===== src/rtl/m4_coef_loader_pkg.sv =====
// rtl/m4_coef_loader_pkg.sv - shared constants and FSM encoding for the coefficient loader
package m4_pkg;

    localparam int              COEF_W = 13;
    localparam logic [12:0]     UNITY  = 13'h1000;
    localparam int              N_COEF = 9;
    localparam int              ADDR_W = 4;

    typedef enum logic [1:0] {
        ST_IDLE   = 2'd0,
        ST_ARMED  = 2'd1,
        ST_COMMIT = 2'd2
    } state_t;

    // Diagonal entries of the 3x3 matrix (row-major) reset to 1.0
    function automatic logic is_diag(input int idx);
        return (idx == 0) || (idx == 4) || (idx == 8);
    endfunction

endpackage


===== src/rtl/m4_coef_loader_if.sv =====
// rtl/m4_coef_loader_if.sv - host write port, vblank input and active coefficient bus
interface m4_coef_loader_if #(
    parameter int COEF_W = m4_pkg::COEF_W
);
    logic                      WE;
    logic [m4_pkg::ADDR_W-1:0] WADDR;
    logic [COEF_W-1:0]         WDATA;
    logic                      LOAD_REQ;
    logic                      OVP;
    logic [COEF_W-1:0]         CF0D, CF1D, CF2D, CF3D, CF4D, CF5D, CF6D, CF7D, CF8D;
    logic                      ARMED;
    logic                      DONE;
    logic                      WERR;

    modport master (
        output WE, WADDR, WDATA, LOAD_REQ, OVP,
        input  CF0D, CF1D, CF2D, CF3D, CF4D, CF5D, CF6D, CF7D, CF8D,
        input  ARMED, DONE, WERR
    );

    modport slave (
        input  WE, WADDR, WDATA, LOAD_REQ, OVP,
        output CF0D, CF1D, CF2D, CF3D, CF4D, CF5D, CF6D, CF7D, CF8D,
        output ARMED, DONE, WERR
    );
endinterface


===== src/rtl/m4_coef_loader_ovp_edge.sv =====
// rtl/m4_coef_loader_ovp_edge.sv - registers vertical-blank level and flags its rising edge
module m4_ovp_edge (
    input  logic CLK,
    input  logic RST,
    input  logic ovp,
    output logic rise
);
    logic ovp_q;
    logic primed;

    // primed keeps a level that is already high when reset releases from looking like an edge
    always_ff @(posedge CLK or posedge RST) begin
        if (RST) begin
            ovp_q  <= 1'b0;
            primed <= 1'b0;
        end else begin
            ovp_q  <= ovp;
            primed <= 1'b1;
        end
    end

    assign rise = ovp & ~ovp_q & primed;
endmodule


===== src/rtl/m4_coef_loader.sv =====
// rtl/m4_coef_loader.sv - double-buffered 3x3 coefficient bank committed on vertical blank
module m4_coef_loader #(
    parameter int                COEF_W = m4_pkg::COEF_W,
    parameter logic [COEF_W-1:0] UNITY  = m4_pkg::UNITY
) (
    input  logic           CLK,
    input  logic           RST,
    m4_coef_loader_if.slave bus
);
    import m4_pkg::*;

    logic [COEF_W-1:0] sh  [N_COEF];
    logic [COEF_W-1:0] act [N_COEF];
    logic [N_COEF-1:0] mask;
    state_t            state;
    logic              armed_q;
    logic              done_q;
    logic              werr_q;

    logic              ovp_rise;
    logic              wr_ok;
    logic              wr_bad;
    logic [N_COEF-1:0] wr_bit;
    logic              load_accept;
    logic              load_reject;
    logic              commit_now;

    function automatic logic [COEF_W-1:0] ident(input int idx);
        return is_diag(idx) ? UNITY : '0;
    endfunction

    m4_ovp_edge u_ovp_edge (
        .CLK  (CLK),
        .RST  (RST),
        .ovp  (bus.OVP),
        .rise (ovp_rise)
    );

    assign wr_ok       = bus.WE && (bus.WADDR < ADDR_W'(N_COEF));
    assign wr_bad      = bus.WE && !wr_ok;
    assign wr_bit      = wr_ok ? ({{(N_COEF-1){1'b0}}, 1'b1} << bus.WADDR) : '0;
    assign load_accept = (state == ST_IDLE) && bus.LOAD_REQ && (&mask);
    assign load_reject = (state == ST_IDLE) && bus.LOAD_REQ && !(&mask);
    assign commit_now  = (state == ST_ARMED) && ovp_rise;

    always_ff @(posedge CLK or posedge RST) begin
        if (RST) begin
            for (int i = 0; i < N_COEF; i++) begin
                sh[i]  <= ident(i);
                act[i] <= ident(i);
            end
            mask    <= '0;
            state   <= ST_IDLE;
            armed_q <= 1'b0;
            done_q  <= 1'b0;
            werr_q  <= 1'b0;
        end else begin
            done_q <= 1'b0;
            case (state)
                ST_IDLE: begin
                    if (load_accept) begin
                        state   <= ST_ARMED;
                        armed_q <= 1'b1;
                    end
                end
                ST_ARMED: begin
                    if (commit_now) begin
                        state   <= ST_COMMIT;
                        armed_q <= 1'b0;
                        done_q  <= 1'b1;
                        // Whole bank moves in one edge; a same-cycle write lands after the copy
                        for (int i = 0; i < N_COEF; i++) begin
                            act[i] <= sh[i];
                        end
                    end
                end
                ST_COMMIT: begin
                    state <= ST_IDLE;
                end
                default: begin
                    state   <= ST_IDLE;
                    armed_q <= 1'b0;
                end
            endcase

            if (wr_ok) begin
                sh[bus.WADDR] <= bus.WDATA;
            end

            mask <= commit_now ? wr_bit : (mask | wr_bit);

            if (load_accept) begin
                werr_q <= 1'b0;
            end
            if (wr_bad || load_reject) begin
                werr_q <= 1'b1;
            end
        end
    end

    assign bus.CF0D  = act[0];
    assign bus.CF1D  = act[1];
    assign bus.CF2D  = act[2];
    assign bus.CF3D  = act[3];
    assign bus.CF4D  = act[4];
    assign bus.CF5D  = act[5];
    assign bus.CF6D  = act[6];
    assign bus.CF7D  = act[7];
    assign bus.CF8D  = act[8];
    assign bus.ARMED = armed_q;
    assign bus.DONE  = done_q;
    assign bus.WERR  = werr_q;
endmodule


===== src/flat_wrapper.sv =====
// flat-port wrapper written by rule: the top's interface ports become plain ports
module m4_coef_loader_flat import m4_pkg::*;
#(
    parameter int                COEF_W = m4_pkg::COEF_W,
    parameter logic [COEF_W-1:0] UNITY  = m4_pkg::UNITY
)
  (CLK, RST, bus_WE, bus_WADDR, bus_WDATA, bus_LOAD_REQ, bus_OVP, bus_CF0D, bus_CF1D, bus_CF2D, bus_CF3D, bus_CF4D, bus_CF5D, bus_CF6D, bus_CF7D, bus_CF8D, bus_ARMED, bus_DONE, bus_WERR);
  m4_coef_loader_if #(.COEF_W(COEF_W)) bus_i ();
  input  logic CLK;
  input  logic RST;
  input wire logic [$bits(bus_i.WE)-1:0] bus_WE;
  input wire logic [$bits(bus_i.WADDR)-1:0] bus_WADDR;
  input wire logic [$bits(bus_i.WDATA)-1:0] bus_WDATA;
  input wire logic [$bits(bus_i.LOAD_REQ)-1:0] bus_LOAD_REQ;
  input wire logic [$bits(bus_i.OVP)-1:0] bus_OVP;
  output wire logic [$bits(bus_i.CF0D)-1:0] bus_CF0D;
  output wire logic [$bits(bus_i.CF1D)-1:0] bus_CF1D;
  output wire logic [$bits(bus_i.CF2D)-1:0] bus_CF2D;
  output wire logic [$bits(bus_i.CF3D)-1:0] bus_CF3D;
  output wire logic [$bits(bus_i.CF4D)-1:0] bus_CF4D;
  output wire logic [$bits(bus_i.CF5D)-1:0] bus_CF5D;
  output wire logic [$bits(bus_i.CF6D)-1:0] bus_CF6D;
  output wire logic [$bits(bus_i.CF7D)-1:0] bus_CF7D;
  output wire logic [$bits(bus_i.CF8D)-1:0] bus_CF8D;
  output wire logic [$bits(bus_i.ARMED)-1:0] bus_ARMED;
  output wire logic [$bits(bus_i.DONE)-1:0] bus_DONE;
  output wire logic [$bits(bus_i.WERR)-1:0] bus_WERR;
  assign bus_i.WE = bus_WE;
  assign bus_i.WADDR = bus_WADDR;
  assign bus_i.WDATA = bus_WDATA;
  assign bus_i.LOAD_REQ = bus_LOAD_REQ;
  assign bus_i.OVP = bus_OVP;
  assign bus_CF0D = bus_i.CF0D;
  assign bus_CF1D = bus_i.CF1D;
  assign bus_CF2D = bus_i.CF2D;
  assign bus_CF3D = bus_i.CF3D;
  assign bus_CF4D = bus_i.CF4D;
  assign bus_CF5D = bus_i.CF5D;
  assign bus_CF6D = bus_i.CF6D;
  assign bus_CF7D = bus_i.CF7D;
  assign bus_CF8D = bus_i.CF8D;
  assign bus_ARMED = bus_i.ARMED;
  assign bus_DONE = bus_i.DONE;
  assign bus_WERR = bus_i.WERR;
  m4_coef_loader #(.COEF_W(COEF_W), .UNITY(UNITY)) u_core (.CLK(CLK), .RST(RST), .bus(bus_i));
endmodule

===== config.mk =====
export PLATFORM = sky130hd
export DESIGN_NAME = m4_coef_loader_flat
export DESIGN_NICKNAME = d
export VERILOG_FILES = /design/src/rtl/m4_coef_loader_pkg.sv /design/src/rtl/m4_coef_loader_if.sv /design/src/rtl/m4_coef_loader_ovp_edge.sv /design/src/rtl/m4_coef_loader.sv /design/src/flat_wrapper.sv
export SDC_FILE = /design/constraint.sdc
export NUM_CORES = 1
export LEC_CHECK = 0
export ABC_CLOCK_PERIOD_IN_PS = 15700
export CORE_ASPECT_RATIO = 0.9
export CORE_MARGIN = 3
export CORE_UTILIZATION = 58
export CTS_CLUSTER_DIAMETER = 50
export DETAILED_ROUTE_END_ITERATION = 6
export PLACE_DENSITY = 0.94
export SLEW_MARGIN = 5
export SYNTH_ARGS = -nofsm -noshare
export SYNTH_HDL_FRONTEND = slang
export SYNTH_SLANG_ARGS = --single-unit
export TNS_END_PERCENT = 30

===== constraint.sdc =====
create_clock -name CLK -period 15.7 [get_ports CLK]
set_input_delay 3.14 -clock CLK [delete_from_list [all_inputs] [get_ports CLK]]
set_output_delay 3.14 -clock CLK [all_outputs]
set_load 0.02 [all_outputs]

==> results.md, run 1 <==
* DRC Markers at 0
* Compound-Gate Fraction of Synth Area at 0.008157
* Fin. max-slew vios at 0
* Largest net degree at the start of global routing at 91
* Root buffer cell: clkbuf_16
* Fmax at 190.9 MHz
* Largest family of logic cells by synthesized area: multiplexers
* Unrepaired setup endpoints after global routing: false
* Final core occ at 0.7520
* Mux share of post-synthesis cell area at 0.2852
* Crit path DAT at 5.61 ns
* Synth async-reset ratio at 1.000
* Maximum vdd drop at 110.0 uV
* Worst Hold Depth at 1
* Cell variety after synth at 30
* Number of port buffers at 141
* Synth Register Bits at 250
* Register area share after synthesis at 0.6694
* Post-synth EDFFs at 0
* Flop pwr share at 0.440
* IO Count at 142
* Power Density at 191.1 nW/um2
* Simple-Gate Fraction of Synth Area at 0.01939
* Worst-Margin Slew at 1.248 ns
* P_int at 1.570 mW
* Post-CTS setup buffers at 0
* Final hold slack at 0.4894 ns
* Total detailed-routing wirelength at 19540 um
* Worst r2r src: u_core.u_ovp_edge.primed
* Startpoint Class: primary input
* Die area at 17690 um2
* Ys Warns at 0
* Crit share post-route at 0.3337
* Max clock buf depth at 3
* Nets at 723
* Mapped Avg Cell Area at 16.92 um2
* Clk sinks at 250
* Reg2reg setup slack at 13.26 ns
* Mapped Area at 9356 um2
* Dominant synthesized flop cell: dfrtp_1
* First-pass GRT wire length at 31940 um
* Xor and xnor fraction of the mapped netlist area at 0
* CP endpoint kind: flip-flop
* CTS tree: yes
* WP data required at 16.07 ns
* CP max FO at 72
* Initial core utilization at 0.5997
* Die H at 126.5 um
* Pleak at 5.450 nW
* Vias in the first global route at 5788
* Syn nets at 575
* Status: finished clean
* Hold_sp: u_core.mask[6]
* Total GRT Usage at 0.2263
* Fillcell total at 933
* Worst Setup Path Type: primary input to flip-flop
* Reg2Reg Depth at 4
* Layout cells sized above 1 at 0.4095
* Final setup viols at 0
* Synth Instances at 553
* Hold Path End: u_core.mask[6]
* Slew HR at 0.1683
* Num rows at 43
* 1st-pass router iterations at 4
* Routed length per instance at 21.24 um
* Reg clk slew, reported paths at 0.06 ns
* Ant. Diodes at 0
* Logic pwr share at 0.309
* Final global-route overflow total at 0
* Initial antenna violation count at 0
* Skew final at 0.008791 ns
* Max-cap viol count at 0
* Via Count at 5244
* Switch Pwr at 671.2 uW
* Adder-cell share of the synthesized area at 0
* Cts repair resizes at 0
* Fin. Hold Viols at 0
* Area Growth Syn to Fin at 25.39%
* Sw Ratio at 0.2994
* Starting DRT DRC Count at 256
* Post-DP HPWL at 12570 um
* Routed Antenna Nets at 0
* Cts bufs inserted at 25
* Die Wd at 139.9 um
* Sum Neg Setup Slack at 0 ns
* Vias per inst at 5.700
* Final GP Congestion at 0.7452
* Reg2reg end: u_core.bus.CF7D[12]
* Worst-skew pair later-pin latency at 0.50 ns
* Hold Buf Count CTS at 0
* H-tree depth at 1
* Worst min-delay path class: flip-flop to flip-flop
* Min Tclk post-route at 5.238 ns
* Clock power frac at 0.251
* Core region area at 15600 um2
registers in the layout (all words and copies together), names as in the netlist, 9 cells and up:
name / cells
u_core.bus.CF0D: 13
u_core.bus.CF1D: 13
u_core.bus.CF2D: 13
u_core.bus.CF3D: 13
u_core.bus.CF4D: 13
u_core.bus.CF5D: 13
u_core.bus.CF6D: 13
u_core.bus.CF7D: 13
u_core.bus.CF8D: 13
u_core.mask: 9
u_core.sh: 117
worst max-delay path by stage:
stage / to / from / cells after the start / slack [ns]
floorplan: u_core.bus.ARMED / RST / 1 / 5.70
global placement: u_core.bus.CF4D[9] / bus_OVP / 5 / 10.07
detailed placement: u_core.bus.CF4D[0] / bus_OVP / 5 / 9.98
CTS: u_core.bus.CF3D[11] / bus_OVP / 5 / 10.49
global route: u_core.bus.CF4D[0] / bus_OVP / 5 / 10.32
finish: u_core.bus.CF7D[12] / bus_OVP / 5 / 10.46
cells in the final DEF (no fill, tap or decap), types with 2 or more instances in the layout:
master	n
clkbuf_1	3
mux2_4	9
mux2_2	224
clkinv_2	7
inv_1	5
buf_4	5
dfstp_2	6
nand2_1	3
a21o_1	6
nand3b_1	4
clkdlybuf4s50_1	141
dfrtp_1	244
nor2b_1	2
nor3b_2	2
clkbuf_16	25
clkbuf_8	8
o21ai_0	5
stage by stage:
stage               cells  setup slack, ns  area, um2  power (mW)
floorplan             553            5.698       9356       1.334
global placement      876            10.07      10940       1.653
detailed placement    876            9.978      10940       1.690
CTS                   920            10.49      11730       2.262
global route          920            10.32      11730       2.347
finish                920            10.46      11730       2.242
power by group through the flow:
stage	Clock, mW	Combinational, mW	Sequential [mW]
3_3_place_gp	0	0.677	0.976
3_5_place_dp	0	0.696	0.994
2_1_floorplan	0	0.218	1.12
6_report	0.562	0.693	0.987
5_1_grt	0.601	0.734	1.01
4_1_cts	0.574	0.702	0.986
logic make-up after synthesis:
kind of cell,after synthesis
simple gates,24
mux,234
other cells,1
buf+inv,32
flops,250
compound gates,12
final cells by class:
type	count	area (um2)	share of cell area
Inverter	7	35.03	0.002986
Tap cell	202	252.7	0.02154
Sequential cell	250	6264	0.5339
Clock buffer	36	747.0	0.06367
Timing Repair Buffer	146	1449	0.1235
Clock inverter	8	46.29	0.003946
Multi-Input combinational cell	271	2939	0.2505
routing by layer:
metal  up-vias  GRT usage  share of wire
met1      2789     0.3169           0.44
li1       2252          -              -
met4         0    0.05527          0.024
met5         -          0              0
met3        35    0.06596          0.072
met2       168     0.3570           0.46
Yosys cell counts (2+ instances only):
cell / instances / area share
a21o_1: 6 / 0.0048
buf_2: 22 / 0.012
buf_4: 2 / 0.0016
dfrtp_1: 244 / 0.65
dfstp_2: 6 / 0.017
inv_1: 6 / 0.0024
mux2_2: 224 / 0.27
mux2_4: 9 / 0.014
nand2_1: 3 / 0.0012
nand3b_1: 4 / 0.0032
nor2b_1: 2 / 0.0013
nor3b_2: 3 / 0.0040
o21ai_0: 5 / 0.0027
critical path: stages:
cell             delay [ns]
clkdlybuf4s50_1        0.45
and3b_1                0.23
nand3b_1               0.13
clkinv_2               0.93
mux2_2                 0.67
Power figures use the tool's default switching activity.
==> run 2: changes to the inputs <==
--- a/config.mk
+++ b/config.mk
@@ -5,13 +5,13 @@
 export SDC_FILE = /design/constraint.sdc
 export NUM_CORES = 1
 export LEC_CHECK = 0
-export ABC_CLOCK_PERIOD_IN_PS = 15700
+export ABC_CLOCK_PERIOD_IN_PS = 5100
 export CORE_ASPECT_RATIO = 0.9
 export CORE_MARGIN = 3
-export CORE_UTILIZATION = 58
+export CORE_UTILIZATION = 54
 export CTS_CLUSTER_DIAMETER = 50
 export DETAILED_ROUTE_END_ITERATION = 6
-export PLACE_DENSITY = 0.94
+export PLACE_DENSITY = 0.89
 export SLEW_MARGIN = 5
 export SYNTH_ARGS = -nofsm -noshare
 export SYNTH_HDL_FRONTEND = slang
==> constraint.sdc (replaced) <==
create_clock -name CLK -period 5.1 [get_ports CLK]
set_input_delay 1.02 -clock CLK [delete_from_list [all_inputs] [get_ports CLK]]
set_output_delay 1.02 -clock CLK [all_outputs]
set_load 0.02 [all_outputs]
==> run 2 against run 1 <==
Net effect: via count is 1.7% lower; combinational power grew to 3.1 times the previous value; wire length is 3.4% higher; utilization is 5.4 points lower.
==> results.md, run 2 (synthesized netlist as in run 1, its figures left out) <==
* Reg2reg end: u_core.bus.CF4D[4]
* Skew final at 0.01437 ns
* Via Count at 5153
* Root buffer cell: clkbuf_16
* Initial core utilization at 0.5521
* Fin. max-slew vios at 0
* First-pass GRT wire length at 32090 um
* Num rows at 45
* Max clock buf depth at 3
* Final global-route overflow total at 0
* Nets at 728
* Unrepaired setup endpoints after global routing: false
* Number of port buffers at 141
* DRC Markers at 0
* Reg2Reg Depth at 5
* Register area at 6264 um2
* CP endpoint kind: flip-flop
* Starting DRT DRC Count at 212
* Startpoint Class: primary input
* Die area at 18940 um2
* Total detailed-routing wirelength at 20200 um
* Vias per inst at 5.373
* Worst setup path start: bus_OVP
* Post-DP HPWL at 13190 um
* WP data required at 5.48 ns
* Die Wd at 144.8 um
* Reg clk slew, reported paths at 0.06 ns
* Multi-input logic area at 2930 um2
* Post-CTS setup buffers at 0
* Fin. Hold Viols at 0
* Layout cells sized above 1 at 0.4075
* Worst-skew pair later-pin latency at 0.51 ns
* H-tree depth at 1
* Reg2reg setup slack at 2.80 ns
* CTS tree: yes
* Final GP Congestion at 0.7667
* Largest net degree at the start of global routing at 86
* Cts repair resizes at 0
* Worst-Margin Slew at 0.8768 ns
* Initial antenna violation count at 0
* Ant. Diodes at 0
* DP Worst Slack at 1.652 ns
* Max-cap viol count at 0
* Fillcell total at 1081
* Total power at 6.928 mW
* Maximum vdd drop at 387.0 uV
* Min Tclk post-route at 2.939 ns
* Total GRT Usage at 0.2203
* Commonest non-fill, non-tap cells in the layout: 244 x dfrtp_1, 224 x mux2_2, 141 x clkdlybuf4s50_1, 25 x clkbuf_16, 9 x mux2_4
* Status: finished clean
* Final Cell Area at 11830 um2
* Final setup viols at 0
* DP Area at 11030 um2
* Largest Register: u_core.sh
* Final core occ at 0.6980
* Area Growth Syn to Fin at 26.44%
* 1st-pass router iterations at 4
* CP max FO at 44
* Slew HR at 0.4137
* Clk sinks at 250
* Grt met2 use at 0.3557
* Setup crit end: u_core.bus.CF4D[4]
* Worst Setup Path Type: primary input to flip-flop
* Crit path DAT at 3.32 ns
* IO Count at 142
* Routed Antenna Nets at 0
* Vias in the first global route at 5732
* Busiest grt layer: met2
* Routed length per instance at 21.06 um
* Worst r2r src: u_core.u_ovp_edge.ovp_q
* Max reg flops at 117
* Crit share post-route at 0.5763
* Pleak at 5.475 nW
* Met1 GRT Util at 0.2993
* Sum Neg Setup Slack at 0 ns
* Final worst slack at 2.161 ns
* Power Density at 585.6 nW/um2
* Fmax at 340.3 MHz
* Commonest non-fill, non-tap cell in the layout: dfrtp_1
* Die H at 130.9 um
* Worst min-delay path class: flip-flop to flip-flop
* Core region area at 16950 um2
* Routing usage on met3 at 0.06332
* Cts bufs inserted at 25
* Hold Buf Count CTS at 0
[run 2: cell types whose count changed in the layout (fill, tap and decap cells not counted), sizes merged]
| cell | before | now |
|---|---|---|
| buf | 5 | 10 |
| clkinv | 8 | 6 |
| bufinv | 0 | 1 |
| clkbuf | 36 | 37 |
| inv | 6 | 7 |
[run 2: worst min path at each step]
stage                        start             end  slack [ns]  cells past startpoint
floorplan           u_core.mask[6]  u_core.mask[6]        0.45                      1
global placement    u_core.mask[8]  u_core.mask[8]        0.46                      1
detailed placement  u_core.mask[3]  u_core.mask[3]        0.47                      1
CTS                 u_core.mask[3]  u_core.mask[3]        0.48                      1
global route        u_core.mask[3]  u_core.mask[3]        0.49                      1
finish              u_core.mask[3]  u_core.mask[3]        0.49                      1
[run 2: final cells by class]
type	count	share of cell area
clock inverter	8	0.006663
sequential	250	0.5295
tap	235	0.02485
timing repair buffer	151	0.1278
inverter	7	0.002644
clock buffer	37	0.06092
multi-input combinational	271	0.2477
[run 2: per-stage QoR]
stage          std cells  hold WS (ns)
2_1_floorplan        553        0.4494
3_3_place_gp         914        0.4588
3_5_place_dp         914        0.4705
4_1_cts              959        0.4845
5_1_grt              959        0.4929
6_report             959        0.4908
[run 2: layer usage]
layer	vias to the layer above	wire length (um)
met3	36	1286
li1	2268	-
met1	2705	8853
met4	0	435
met2	144	9625
met5	-	0
[run 2: critical path, cell delays in order]
cell,delay (ns)
clkdlybuf4s50_1,0.51
and3b_1,0.22
nand3b_1,0.13
clkinv_2,0.55
buf_4,0.47
mux2_2,0.39
[run 2: power by group]
part           switching [mW]  total [mW]  leakage [nW]  internal [mW]
Clock                   0.726        1.76         0.397           1.03
Sequential              0.383        3.03          3.18           2.65
Combinational           0.963        2.14          1.89           1.17
Total                    2.07        6.93          5.47           4.86
==> run 3: changes to the inputs <==
--- a/config.mk
+++ b/config.mk
@@ -5,13 +5,13 @@
 export SDC_FILE = /design/constraint.sdc
 export NUM_CORES = 1
 export LEC_CHECK = 0
-export ABC_CLOCK_PERIOD_IN_PS = 5100
+export ABC_CLOCK_PERIOD_IN_PS = 2400
 export CORE_ASPECT_RATIO = 0.9
 export CORE_MARGIN = 3
-export CORE_UTILIZATION = 54
+export CORE_UTILIZATION = 48
 export CTS_CLUSTER_DIAMETER = 50
 export DETAILED_ROUTE_END_ITERATION = 6
-export PLACE_DENSITY = 0.89
+export PLACE_DENSITY = 0.84
 export SLEW_MARGIN = 5
 export SYNTH_ARGS = -nofsm -noshare
 export SYNTH_HDL_FRONTEND = slang
==> constraint.sdc (replaced) <==
create_clock -name CLK -period 2.4 [get_ports CLK]
set_input_delay 0.48 -clock CLK [delete_from_list [all_inputs] [get_ports CLK]]
set_output_delay 0.48 -clock CLK [all_outputs]
set_load 0.02 [all_outputs]
==> run 3 against run 2 <==
Net effect: final cell count grew 3.0%; non-clock buffer count is 15 higher; utilization fell by 4.9 points; hold slack worse by 0.20 ns; power grew 120%; critical endpoint is now bus_CF8D[12].
==> results.md, run 3 (synthesized netlist as in run 1, its figures left out) <==
* Max reg flops at 117
* IO Count at 142
* Cell Chain, Critical Path: clkdlybuf4s50_1
* P_int at 10.83 mW
* Starting DRT DRC Count at 163
* Clock power frac at 0.279
* Routed length per instance at 20.54 um
* Worst Setup Path Type: flip-flop to output pin
* WP buf/inv at 1
* CP max FO at 2
* Core region area at 18760 um2
* Status: finished clean
* Unrepaired setup endpoints after global routing: false
* Crit path DAT at 1.67 ns
* 1st-pass router iterations at 4
* Worst-Margin Slew at 0.6077 ns
* Commonest non-fill, non-tap cell in the layout: dfrtp_1
* Total detailed-routing wirelength at 20290 um
* Initial antenna violation count at 0
* Total power at 15.28 mW
* Initial core utilization at 0.4988
* Routed Antenna Nets at 0
* Final GP Congestion at 0.7424
* Crit-path slowest cell: clkdlybuf4s50_1
* DP Area at 11240 um2
* Reg clk slew, reported paths at 0.06 ns
* CTS tree: yes
* Fin. max-slew vios at 0
* Num rows at 47
* Die area at 21210 um2
* Final setup viols at 0
* Total GRT Usage at 0.1922
* Nets at 744
* Post-DP HPWL at 13790 um
* Sw Ratio at 0.2911
* Skew final at 0.01376 ns
* Via Count at 5201
* Hold Buf Count CTS at 0
* Max incr delay on CP at 0.63 ns
* Post-CTS setup buffers at 0
* Largest Register: u_core.sh
* Commonest non-fill, non-tap cells in the layout: 244 x dfrtp_1, 224 x mux2_2, 141 x clkdlybuf4s50_1, 27 x clkbuf_16, 17 x buf_4
* Clk sinks at 250
* CP delay by family, top: buffers and inverters
* Number of port buffers at 141
* H-tree depth at 1
* Cts repair resizes at 0
* Max-cap viol count at 0
* Die H at 138.5 um
* Fmax at 465.5 MHz
* Switch Pwr at 4.449 mW
* DP Worst Slack at 0.1264 ns
* Pleak at 5.637 nW
* Final global-route overflow total at 0
* Worst-skew pair later-pin latency at 0.51 ns
* Largest net degree at the start of global routing at 89
* Final cell count without fillers at 988
* Startpoint Class: flip-flop
* Area Growth Syn to Fin at 30.06%
* Root buffer cell: clkbuf_16
* Flop pwr share at 0.421
* Logic pwr share at 0.300
* Slew HR at 0.5936
* Placed insts at 939
* CP endpoint kind: output pin
* Die Wd at 153.2 um
* Max clock buf depth at 3
* WP data required at 1.92 ns
* Worst min-delay path class: primary input to async pin
* Min Tclk post-route at 2.148 ns
* Crit share post-route at 0.8951
* Cts bufs inserted at 26
* Final Cell Area at 12170 um2
* Final core occ at 0.6487
* Final worst slack at 0.2516 ns
* First-pass GRT wire length at 32840 um
* Fin. Hold Viols at 0
* DRC Markers at 0
* Maximum vdd drop at 789.5 uV
* Final hold slack at 0.2892 ns
* Sum Neg Setup Slack at 0 ns
* Layout cells sized above 1 at 0.4245
* Power Density at 1256 nW/um2
* Vias in the first global route at 5732
* Vias per inst at 5.264
## run 3: cell types whose count changed in the layout (fill, tap and decap cells not counted), sizes merged
cell and change:
clkbuf -2, bufinv +4, diode +1, inv -1, clkinv +2, buf +15
## run 3: layout make-up
class | instances | area (um2)
antenna | 1 | 2.502
clock buffer | 35 | 735.7
clock inverter | 13 | 193.9
fill | 1271 | 6590
inverter | 7 | 31.28
multi-input combinational | 271 | 2937
sequential | 250 | 6264
tap | 245 | 306.5
timing repair buffer | 166 | 1699
## run 3: power groups by stage
stage	Combinational [mW]	Sequential [mW]	Clock, mW
6_report	4.59	6.43	4.26
2_1_floorplan	1.43	7.30	0
3_5_place_dp	4.63	6.49	0
3_3_place_gp	4.50	6.39	0
4_1_cts	4.66	6.44	4.35
5_1_grt	4.88	6.60	4.54
## run 3: worst paths after layout
check                                          end  slack (ns)  depth (start not counted)                    start
hold / removal                  u_core.bus.CF1D[8]        0.29                          2                      RST
setup / recovery                      bus_CF8D[12]        0.25                          1      u_core.bus.CF8D[12]
hold reg to reg                     u_core.mask[8]        0.48                          1           u_core.mask[8]
max in group asynchronous           u_core.sh[116]        1.32                          3                      RST
min in group CLK           u_core.u_ovp_edge.ovp_q        0.45                          1                  bus_OVP
setup reg to reg                u_core.bus.CF4D[4]        0.75                          5  u_core.u_ovp_edge.ovp_q
## run 3: routing by layer
metal  global-route usage  share of wire  routed length, um
met4              0.03610          0.015                310
met1               0.2627           0.44               8834
met3              0.05969          0.071               1439
met5                    0              0                  0
met2               0.3099           0.48               9707
